`src/rtl/usb_tx_pkg.sv`:
```
`default_nettype none
// +------------------------------------------------------------------+
// | usb_tx_pkg : shared types and constants for the USB TX pipeline  |
// | Rev 1.0                                                          |
// +------------------------------------------------------------------+
package usb_tx_pkg;

  localparam int USB_PID_BITS  = 8;
  localparam int USB_STUFF_LEN = 6;

  typedef enum logic [2:0] {
    IDLE      = 3'd0,
    PID       = 3'd1,
    DATA      = 3'd2,
    STUFF     = 3'd3,
    STUFF_END = 3'd4
  } stuff_state_t;

endpackage
`default_nettype wire

```
`src/rtl/bit_stuffer_fsm.sv`:
```
`default_nettype none
// +------------------------------------------------------------------+
// | bit_stuffer_fsm : stuffing control FSM and output registers      |
// | Rev 1.0                                                          |
// +------------------------------------------------------------------+
module bit_stuffer_fsm
  import usb_tx_pkg::*;
#(
  parameter int PID_BITS  = USB_PID_BITS,
  parameter int STUFF_LEN = USB_STUFF_LEN,
  parameter int PW        = $clog2(PID_BITS + 1),
  parameter int OW        = $clog2(STUFF_LEN + 1)
) (
  input  logic          clk,
  input  logic          rst_n,
  input  logic          i_s_in,
  input  logic          i_start,
  input  logic          i_end,
  input  logic [PW-1:0] i_pid_cnt,
  input  logic [OW-1:0] i_ones_cnt,
  output logic          o_pid_en,
  output logic          o_pid_clr,
  output logic          o_ones_en,
  output logic          o_ones_clr,
  output logic          o_stall,
  output logic          o_s_out,
  output logic          o_out_valid,
  output logic          o_start_nrzi,
  output logic          o_end_nrzi
);

  stuff_state_t  r_cs, w_ns;
  logic          r_s_out, r_out_valid, r_start_nrzi, r_end_nrzi;
  logic          w_s_out, w_out_valid, w_start_nrzi, w_end_nrzi;
  logic [OW-1:0] w_ones_inc;

  assign w_ones_inc = i_ones_cnt + 1'b1;

  always_comb begin
    w_ns         = r_cs;
    w_s_out      = 1'b0;
    w_out_valid  = 1'b0;
    w_start_nrzi = 1'b0;
    w_end_nrzi   = 1'b0;
    o_pid_en     = 1'b0;
    o_pid_clr    = 1'b0;
    o_ones_en    = 1'b0;
    o_ones_clr   = 1'b0;
    unique case (r_cs)
      IDLE: begin
        o_ones_clr = 1'b1;
        if (i_start) begin
          w_s_out      = i_s_in;
          w_out_valid  = 1'b1;
          w_start_nrzi = 1'b1;
          if (i_end) begin
            w_end_nrzi = 1'b1;
            o_pid_clr  = 1'b1;
          end else begin
            o_pid_en = 1'b1;
            w_ns     = (PID_BITS == 1) ? DATA : PID;
          end
        end
      end
      PID: begin
        w_s_out     = i_s_in;
        w_out_valid = 1'b1;
        if (i_end) begin
          w_end_nrzi = 1'b1;
          o_pid_clr  = 1'b1;
          o_ones_clr = 1'b1;
          w_ns       = IDLE;
        end else begin
          // Counter saturates at PID_BITS because PID is left on that bit
          o_pid_en = 1'b1;
          if (i_pid_cnt == PW'(PID_BITS - 1)) begin
            w_ns = DATA;
          end
        end
      end
      DATA: begin
        w_s_out     = i_s_in;
        w_out_valid = 1'b1;
        o_ones_en   = i_s_in;
        o_ones_clr  = !i_s_in;
        if (i_s_in && (w_ones_inc == OW'(STUFF_LEN))) begin
          w_ns = i_end ? STUFF_END : STUFF;
        end else if (i_end) begin
          w_end_nrzi = 1'b1;
          o_pid_clr  = 1'b1;
          o_ones_clr = 1'b1;
          w_ns       = IDLE;
        end
      end
      STUFF: begin
        w_out_valid = 1'b1;
        o_ones_clr  = 1'b1;
        w_ns        = DATA;
      end
      STUFF_END: begin
        w_out_valid = 1'b1;
        w_end_nrzi  = 1'b1;
        o_ones_clr  = 1'b1;
        o_pid_clr   = 1'b1;
        w_ns        = IDLE;
      end
      default: begin
        w_ns = IDLE;
      end
    endcase
  end

  always_ff @(posedge clk or negedge rst_n) begin
    if (!rst_n) begin
      r_cs         <= IDLE;
      r_s_out      <= 1'b0;
      r_out_valid  <= 1'b0;
      r_start_nrzi <= 1'b0;
      r_end_nrzi   <= 1'b0;
    end else begin
      r_cs         <= w_ns;
      r_s_out      <= w_s_out;
      r_out_valid  <= w_out_valid;
      r_start_nrzi <= w_start_nrzi;
      r_end_nrzi   <= w_end_nrzi;
    end
  end

  assign o_stall      = (r_cs == STUFF);
  assign o_s_out      = r_s_out;
  assign o_out_valid  = r_out_valid;
  assign o_start_nrzi = r_start_nrzi;
  assign o_end_nrzi   = r_end_nrzi;

endmodule
`default_nettype wire

```
`src/rtl/counter.sv`:
```
`default_nettype none
// +------------------------------------------------------------------+
// | counter : generic up-counter with synchronous clear priority     |
// | Rev 1.0                                                          |
// +------------------------------------------------------------------+
module counter #(
  parameter int W = 4
) (
  input  logic         clk,
  input  logic         rst_n,
  input  logic         i_en,
  input  logic         i_clr,
  output logic [W-1:0] o_count
);

  logic [W-1:0] r_count;

  always_ff @(posedge clk or negedge rst_n) begin
    if (!rst_n) begin
      r_count <= '0;
    end else if (i_clr) begin
      r_count <= '0;
    end else if (i_en) begin
      r_count <= r_count + 1'b1;
    end
  end

  assign o_count = r_count;

endmodule
`default_nettype wire

```
`src/rtl/bit_stuffer.sv`:
```
`default_nettype none
// +------------------------------------------------------------------+
// | bit_stuffer : USB TX bit stuffer between CRC stage and NRZI      |
// | Rev 1.0                                                          |
// +------------------------------------------------------------------+
module bit_stuffer
  import usb_tx_pkg::*;
#(
  parameter int PID_BITS  = USB_PID_BITS,
  parameter int STUFF_LEN = USB_STUFF_LEN
) (
  input  logic clk,
  input  logic rst_n,
  input  logic s_in,
  input  logic start_stuffer,
  input  logic end_stuffer,
  output logic stall,
  output logic s_out,
  output logic out_valid,
  output logic start_nrzi,
  output logic end_nrzi
);

  localparam int PW = $clog2(PID_BITS + 1);
  localparam int OW = $clog2(STUFF_LEN + 1);

  logic [PW-1:0] w_pid_cnt;
  logic [OW-1:0] w_ones_cnt;
  logic          w_pid_en, w_pid_clr, w_ones_en, w_ones_clr;

  counter #(.W(PW)) u_pid_cnt (
    .clk     (clk),
    .rst_n   (rst_n),
    .i_en    (w_pid_en),
    .i_clr   (w_pid_clr),
    .o_count (w_pid_cnt)
  );

  counter #(.W(OW)) u_ones_cnt (
    .clk     (clk),
    .rst_n   (rst_n),
    .i_en    (w_ones_en),
    .i_clr   (w_ones_clr),
    .o_count (w_ones_cnt)
  );

  bit_stuffer_fsm #(
    .PID_BITS  (PID_BITS),
    .STUFF_LEN (STUFF_LEN),
    .PW        (PW),
    .OW        (OW)
  ) u_fsm (
    .clk          (clk),
    .rst_n        (rst_n),
    .i_s_in       (s_in),
    .i_start      (start_stuffer),
    .i_end        (end_stuffer),
    .i_pid_cnt    (w_pid_cnt),
    .i_ones_cnt   (w_ones_cnt),
    .o_pid_en     (w_pid_en),
    .o_pid_clr    (w_pid_clr),
    .o_ones_en    (w_ones_en),
    .o_ones_clr   (w_ones_clr),
    .o_stall      (stall),
    .o_s_out      (s_out),
    .o_out_valid  (out_valid),
    .o_start_nrzi (start_nrzi),
    .o_end_nrzi   (end_nrzi)
  );

endmodule
`default_nettype wire

```
`config.mk`:
```
export PLATFORM = sky130hd
export DESIGN_NAME = bit_stuffer
export DESIGN_NICKNAME = d
export VERILOG_FILES = /design/src/rtl/usb_tx_pkg.sv /design/src/rtl/bit_stuffer_fsm.sv /design/src/rtl/counter.sv /design/src/rtl/bit_stuffer.sv
export SDC_FILE = /design/constraint.sdc
export NUM_CORES = 1
export LEC_CHECK = 0
export CAP_MARGIN = 20
export CELL_PAD_IN_SITES_DETAIL_PLACEMENT = 1
export CELL_PAD_IN_SITES_GLOBAL_PLACEMENT = 1
export CORE_UTILIZATION = 37
export DETAILED_ROUTE_END_ITERATION = 6
export PLACE_DENSITY_LB_ADDON = 0.1
export SETUP_SLACK_MARGIN = 0.05
export SLEW_MARGIN = 15
export SYNTH_ARGS = -nofsm -noshare
export SYNTH_HDL_FRONTEND = slang
export SYNTH_SLANG_ARGS = --single-unit
```
`constraint.sdc`:
```
create_clock -name clk -period 1.35 [get_ports clk]
set_input_delay 0.3375 -clock clk [delete_from_list [all_inputs] [get_ports clk]]
set_output_delay 0.3375 -clock clk [all_outputs]
set_load 0.02 [all_outputs]
```
* Yosys cells after proc, flatten, opt, wreduce, memory -nomap -nowiden
Cells that the tools add are included.
** Storage, ports and cells
- Register bits :: 14
- Output and inout bits :: 5
** Cells by class
- Add/sub/neg operators :: 2
- Equal/unequal tests :: 10
- Mux-type cells :: 28
- Reduce and logical (&&, ||, !) cells :: 9
** Operators with widths (number)
- two-way mux 3 bit :: 9
- case mux 3 bit (4 select lines) :: 1
- two-way mux 1 bit :: 11
- two-way mux 4 bit :: 2
- == test 3 x 2 -> 1 bit (second input constant) :: 2
- == test 3 bit (second input constant) :: 2
- != test 3 x 2 -> 1 bit (second input constant) :: 2
- case mux 1 bit (2 select lines) :: 3
- adder 4 x 1 -> 4 bit (second input constant) :: 1
- == test 4 x 3 -> 1 bit (second input constant) :: 1
- != test 2 bit (second input constant) :: 2
- case mux 1 bit (4 select lines) :: 1
- AND reduction 4 bit :: 1
- nonzero test 2 bit :: 2
- OR reduction 4 bit :: 1
- adder 3 x 1 -> 3 bit (second input constant) :: 1
- == test 3 x 1 -> 1 bit (second input constant) :: 1
- zero test 3 bit :: 1
- case mux 1 bit (3 select lines) :: 1
- OR reduction 3 bit :: 1
- OR reduction 2 bit :: 1
- logical AND 1 bit :: 1
- zero test 1 bit :: 1

* Longest topological paths before layout
- Word-level depth :: 6
- Depth in mapped cells :: 5

* Cells and area by module
Synthesis repeated with hierarchy kept, for this count alone.
** Unflattened totals
- Cell total of the unflattened synthesis :: 70
- Area total of the unflattened synthesis :: 718.2 um^2
** Modules (own cells, without submodules)
- bit_stuffer_fsm :: instances 1, cells an instance 43, area each 389.1 um^2
- counter at u_pid_cnt :: instances 1, cells an instance 16, area each 192.7 um^2
- counter at u_ones_cnt :: instances 1, cells an instance 11, area each 136.4 um^2

* Worst setup path after synthesis
Ideal clock, no wire load.
- Path kind :: reg2reg
- Start :: register u_ones_cnt.r_count[0], in the netlist u_ones_cnt.o_count[0]
- End :: register u_ones_cnt.r_count[1], in the netlist u_ones_cnt.o_count[1]
- Arrival :: 1280 ps
- Data required time :: 1263 ps
- Slack :: -16 ps
- Stages on the path, launching flop included :: 6
- Buffers on the path :: 0
- Cells stage by stage :: dfrtp_1 > ha_1 > xor2_1 > nand3_1 > o31a_1 > a211oi_2
** Between the ends
- Word-level cells in the longest chain between the ends :: 6
- Elaborated cells on any way between the ends :: 8
- Those cells by class :: add/sub (1); eq/ne (1); mux (4); reduce/logical (2)
** RTL lines
- from (decl) :: line counter.sv:16 : logic [W-1:0] r_count;
- from (signal assigned) :: line counter.sv:24 : r_count <= r_count + 1'b1;
- adder 3 x 1 -> 3 bit * :: line bit_stuffer_fsm.sv:37, counter.sv:24
- == test 3 bit :: line bit_stuffer_fsm.sv:86 : if (i_s_in && (w_ones_inc == OW'(STUFF_LEN))) begin
- logical AND 1 bit :: line bit_stuffer_fsm.sv:86
- two-way mux 1 bit :: line bit_stuffer_fsm.sv:86
- case mux 1 bit (3 select lines) :: line bit_stuffer_fsm.sv:49 : unique case (r_cs)
- two-way mux 3 bit / nonzero test 2 bit (equally long branches)
Every way passes the cells marked *; elsewhere a longest branch is shown, timed or not. The select of a mux whose other input is x is not followed.
A chain may end at the register's enable or synchronous reset.

* Worst setup path in the final report
- Start :: input port start_stuffer
- End :: register u_pid_cnt.r_count[1], in the netlist u_pid_cnt.o_count[1]
** Between the ends
- Word-level cells in the longest chain between the ends :: 3
- Elaborated cells on any way between the ends :: 6
- Those cells by class :: mux (5); reduce/logical (1)
** RTL lines
- from (decl) :: line bit_stuffer.sv:15 : input logic start_stuffer,
- two-way mux 1 bit :: line bit_stuffer_fsm.sv:52 : if (i_start) begin
- case mux 1 bit (4 select lines) / case mux 1 bit (2 select lines) (equally long branches) :: line bit_stuffer_fsm.sv:49
- two-way mux 4 bit / nonzero test 2 bit (equally long branches)
- to (signal assigned) :: line counter.sv:24
- to (decl) :: line counter.sv:16
Several ways; a longest one is shown, not always the timed one.

==> out/metrics.csv <==
metric,value,unit
outcome,"complete, but fails checks",
failing checks,setup timing,
P_leak,0.467,nW
final number of setup-violating endpoints,6,
Synthesized Nets,83,
vias per cell,5.20,
DRT Pass-1 Iters,4,
buffers added on ports,9,
maximum buffer depth of the clock tree,2,
cell area after layout,1070,µm²
NumNets Final,108,
final RePlAce weighted congestion,0.746,
Fmax achieved,0.703,GHz
Setup TNS,-0.244,ns
Critical Path AT,1.59,ns
fin crit period,1.42,ns
GRT Util Overall,20.1,%
HPWL Detailed,1330,µm
post-synthesis simple-gate area fraction,23.2,%
compound-cell area share of the yosys netlist,15.1,%
worst path required time,1.52,ns
post-route ant nets,0,
clock-pin slew on the worst setup and hold paths,0.09,ns
clk root buf,clkbuf_4,
DP Area,973,µm²
GR Util met2,34.2,%
# H-tree levels,1,
largest net degree at the start of global routing,15,
WL final,2000,µm
max_cap viols,0,
dpl ws,-0.418,ns
Area growth syn-to-layout,38.7,%
Worst Skew,0.00296,ns
post-synthesis mux area share,1.30,%
layout cells sized above 1,47.5,%
CTS sink count,14,
Crit Path Class,in -> reg,
CTS tree,built,
post-DR wirelength/cell,15.9,µm
Worst-Skew Late Latency,0.28,ns
"setup slack, reg-to-reg",-0.07,ns
# rows,16,
via count,655,
area of the core,1960,µm²
Slew @ Worst Pin,0.270,ns
vias in the first global route,664,
Die Span X,47.7,µm
"flops & latches, synth",14,
Initial Util,39.3,%
Final Max Tran Viols,0,
drt drc,0,
synth warn,0,
Worst Slack Setup Final,-0.0734,ns
crit end category,register,
Die Footprint,2270,µm²
Critical Path Source Type,primary input,
largest family of logic cells by synthesized area,simple AND/OR/NAND/NOR gates,
worst min-delay path class,in -> async,
Synth Area in Adders,4.86,%
final total power,1.10,mW
GR Util met3,3.40,%
Final Hold Viols,0,
initial antenna violation count,0,
Worst VDD drop,0.691,mV
max_slew headroom,81.9,%
fin crit share,105,%
TritonCTS buffer count,3,
# diodes,0,
Ports,10,
Syn Area/Cell,10.3,µm²
power density over cell area,1030,nW/µm²
synth unique cells,33,
Mapped Cells,75,
most frequent cells in the layout,"14 x buf_4, 13 x dfrtp_1, 10 x nor2_1",
GRT met1 Usage,25.2,%
synthesized area,772,µm²
"most common cell after layout, fill and taps aside",buf_4,
CP max FO,4,
WHS,0.356,ns
xor/xnor cell area share of the yosys netlist,6.81,%
first-pass GRT wire length,3090,µm
Starting DRT DRC Count,3,
grt peak-use layer,met2,
Die H,47.7,µm
grt total ovfl,0,
RSZ-0062 raised after global routing,yes,
sequential fraction of the synthesis area,45.4,%
==> synth_stat cells <==
library cell	count	share of area (%)
dfrtp_1	14	45
xor2_1	3	3.4
o22a_1	1	1.1
o211ai_1	1	0.97
o21a_1	1	0.97
o31a_1	1	1.1
ha_1	3	4.9
nor2_1	11	5.3
nor4_2	1	1.6
or3_4	1	1.5
or2_4	1	1.1
buf_2	3	1.9
o21ai_0	1	0.65
nand2_1	3	1.5
nand2b_1	1	0.81
xnor2_1	3	3.4
or2_2	1	0.81
nand3_1	3	1.9
o31ai_1	1	0.97
mux2i_1	1	1.3
inv_1	3	1.5
o2111a_1	1	1.5
and2b_2	1	1.1
a21o_1	1	0.97
o22ai_1	2	1.6
a211oi_2	1	1.6
nor4b_2	1	1.9
a21oi_1	3	1.9
nor2_2	2	1.6
and3_1	2	1.6
and4bb_2	1	1.6
o22ai_2	1	1.6
nor3_1	1	0.65
==> per-stage QoR <==
stage / instances / util (%)
after global routing: 126 / 54.6
final: 126 / 54.6
after global placement: 120 / 49.6
after floorplan: 75 / -
after detailed placement: 120 / 49.6
after CTS: 125 / 53.6
==> metal layers <==
layer	wire length (µm)	vias to the layer above
met4	15	0
met2	1060	10
li1	-	311
met3	62	2
met5	0	-
met1	866	332
==> kinds of logic (layout without fill, tap and decap cells) <==
logic type / Yosys count / in the layout
AO/OA/AOI/OAI: 15 / 15
XOR/XNOR: 6 / 6
adder cells (fa/ha/maj): 3 / 3
buffers and inverters: 6 / 30
flip-flops: 14 / 14
multiplexers: 1 / 1
AND/OR/NAND/NOR: 30 / 30
==> sequential cells by signal, summed over array words and instances, names as in the netlist <==
name	count
u_fsm.o_out_valid	1
u_ones_cnt.o_count	3
u_fsm.o_s_out	1
u_fsm.o_start_nrzi	1
u_fsm.o_end_nrzi	1
u_fsm.r_cs	3
u_pid_cnt.o_count	4
==> worst max-delay path: stages <==
cell and delay, ns:
clkdlybuf4s50_1 0.56, nor2_4 0.07, or3_4 0.39, mux2i_1 0.17, nor2_1 0.07
==> final timing paths <==
path / startpoint / to / cells after the start
hold reg to reg: u_fsm.r_cs[2] / u_fsm.r_cs[1] / 1
setup / recovery: start_stuffer / u_pid_cnt.o_count[1] / 5
hold / removal: rst_n / u_fsm.r_cs[1] / 2
min in group clk: u_fsm.r_cs[2] / u_fsm.r_cs[1] / 1
max in group asynchronous: rst_n / u_fsm.r_cs[2] / 2
setup reg to reg: u_fsm.r_cs[2] / u_pid_cnt.o_count[1] / 4
==> layout make-up <==
class                      count  area [µm²]
fill                         238         891
inverter                       3        11.3
clock buffer                   4        36.3
sequential                    14         352
timing repair buffer          23         175
multi-input combinational     55         463
tap                           27        33.8
==> power breakdown <==
group | internal (mW) | switching (mW) | leakage (nW)
Sequential | 0.471 | 0.0511 | 0.183
Combinational | 0.124 | 0.140 | 0.263
Clock | 0.164 | 0.148 | 0.0210
==> what timing repair did <==
item | CTS | global route
setup buffers | 1 | 1
pin swaps | 9 | 4
endpoints found under the setup margin | 14 | 15
gates resized for setup | 23 | 11
hold buffers | 0 | 0
(Power assumes the default switching activity.)
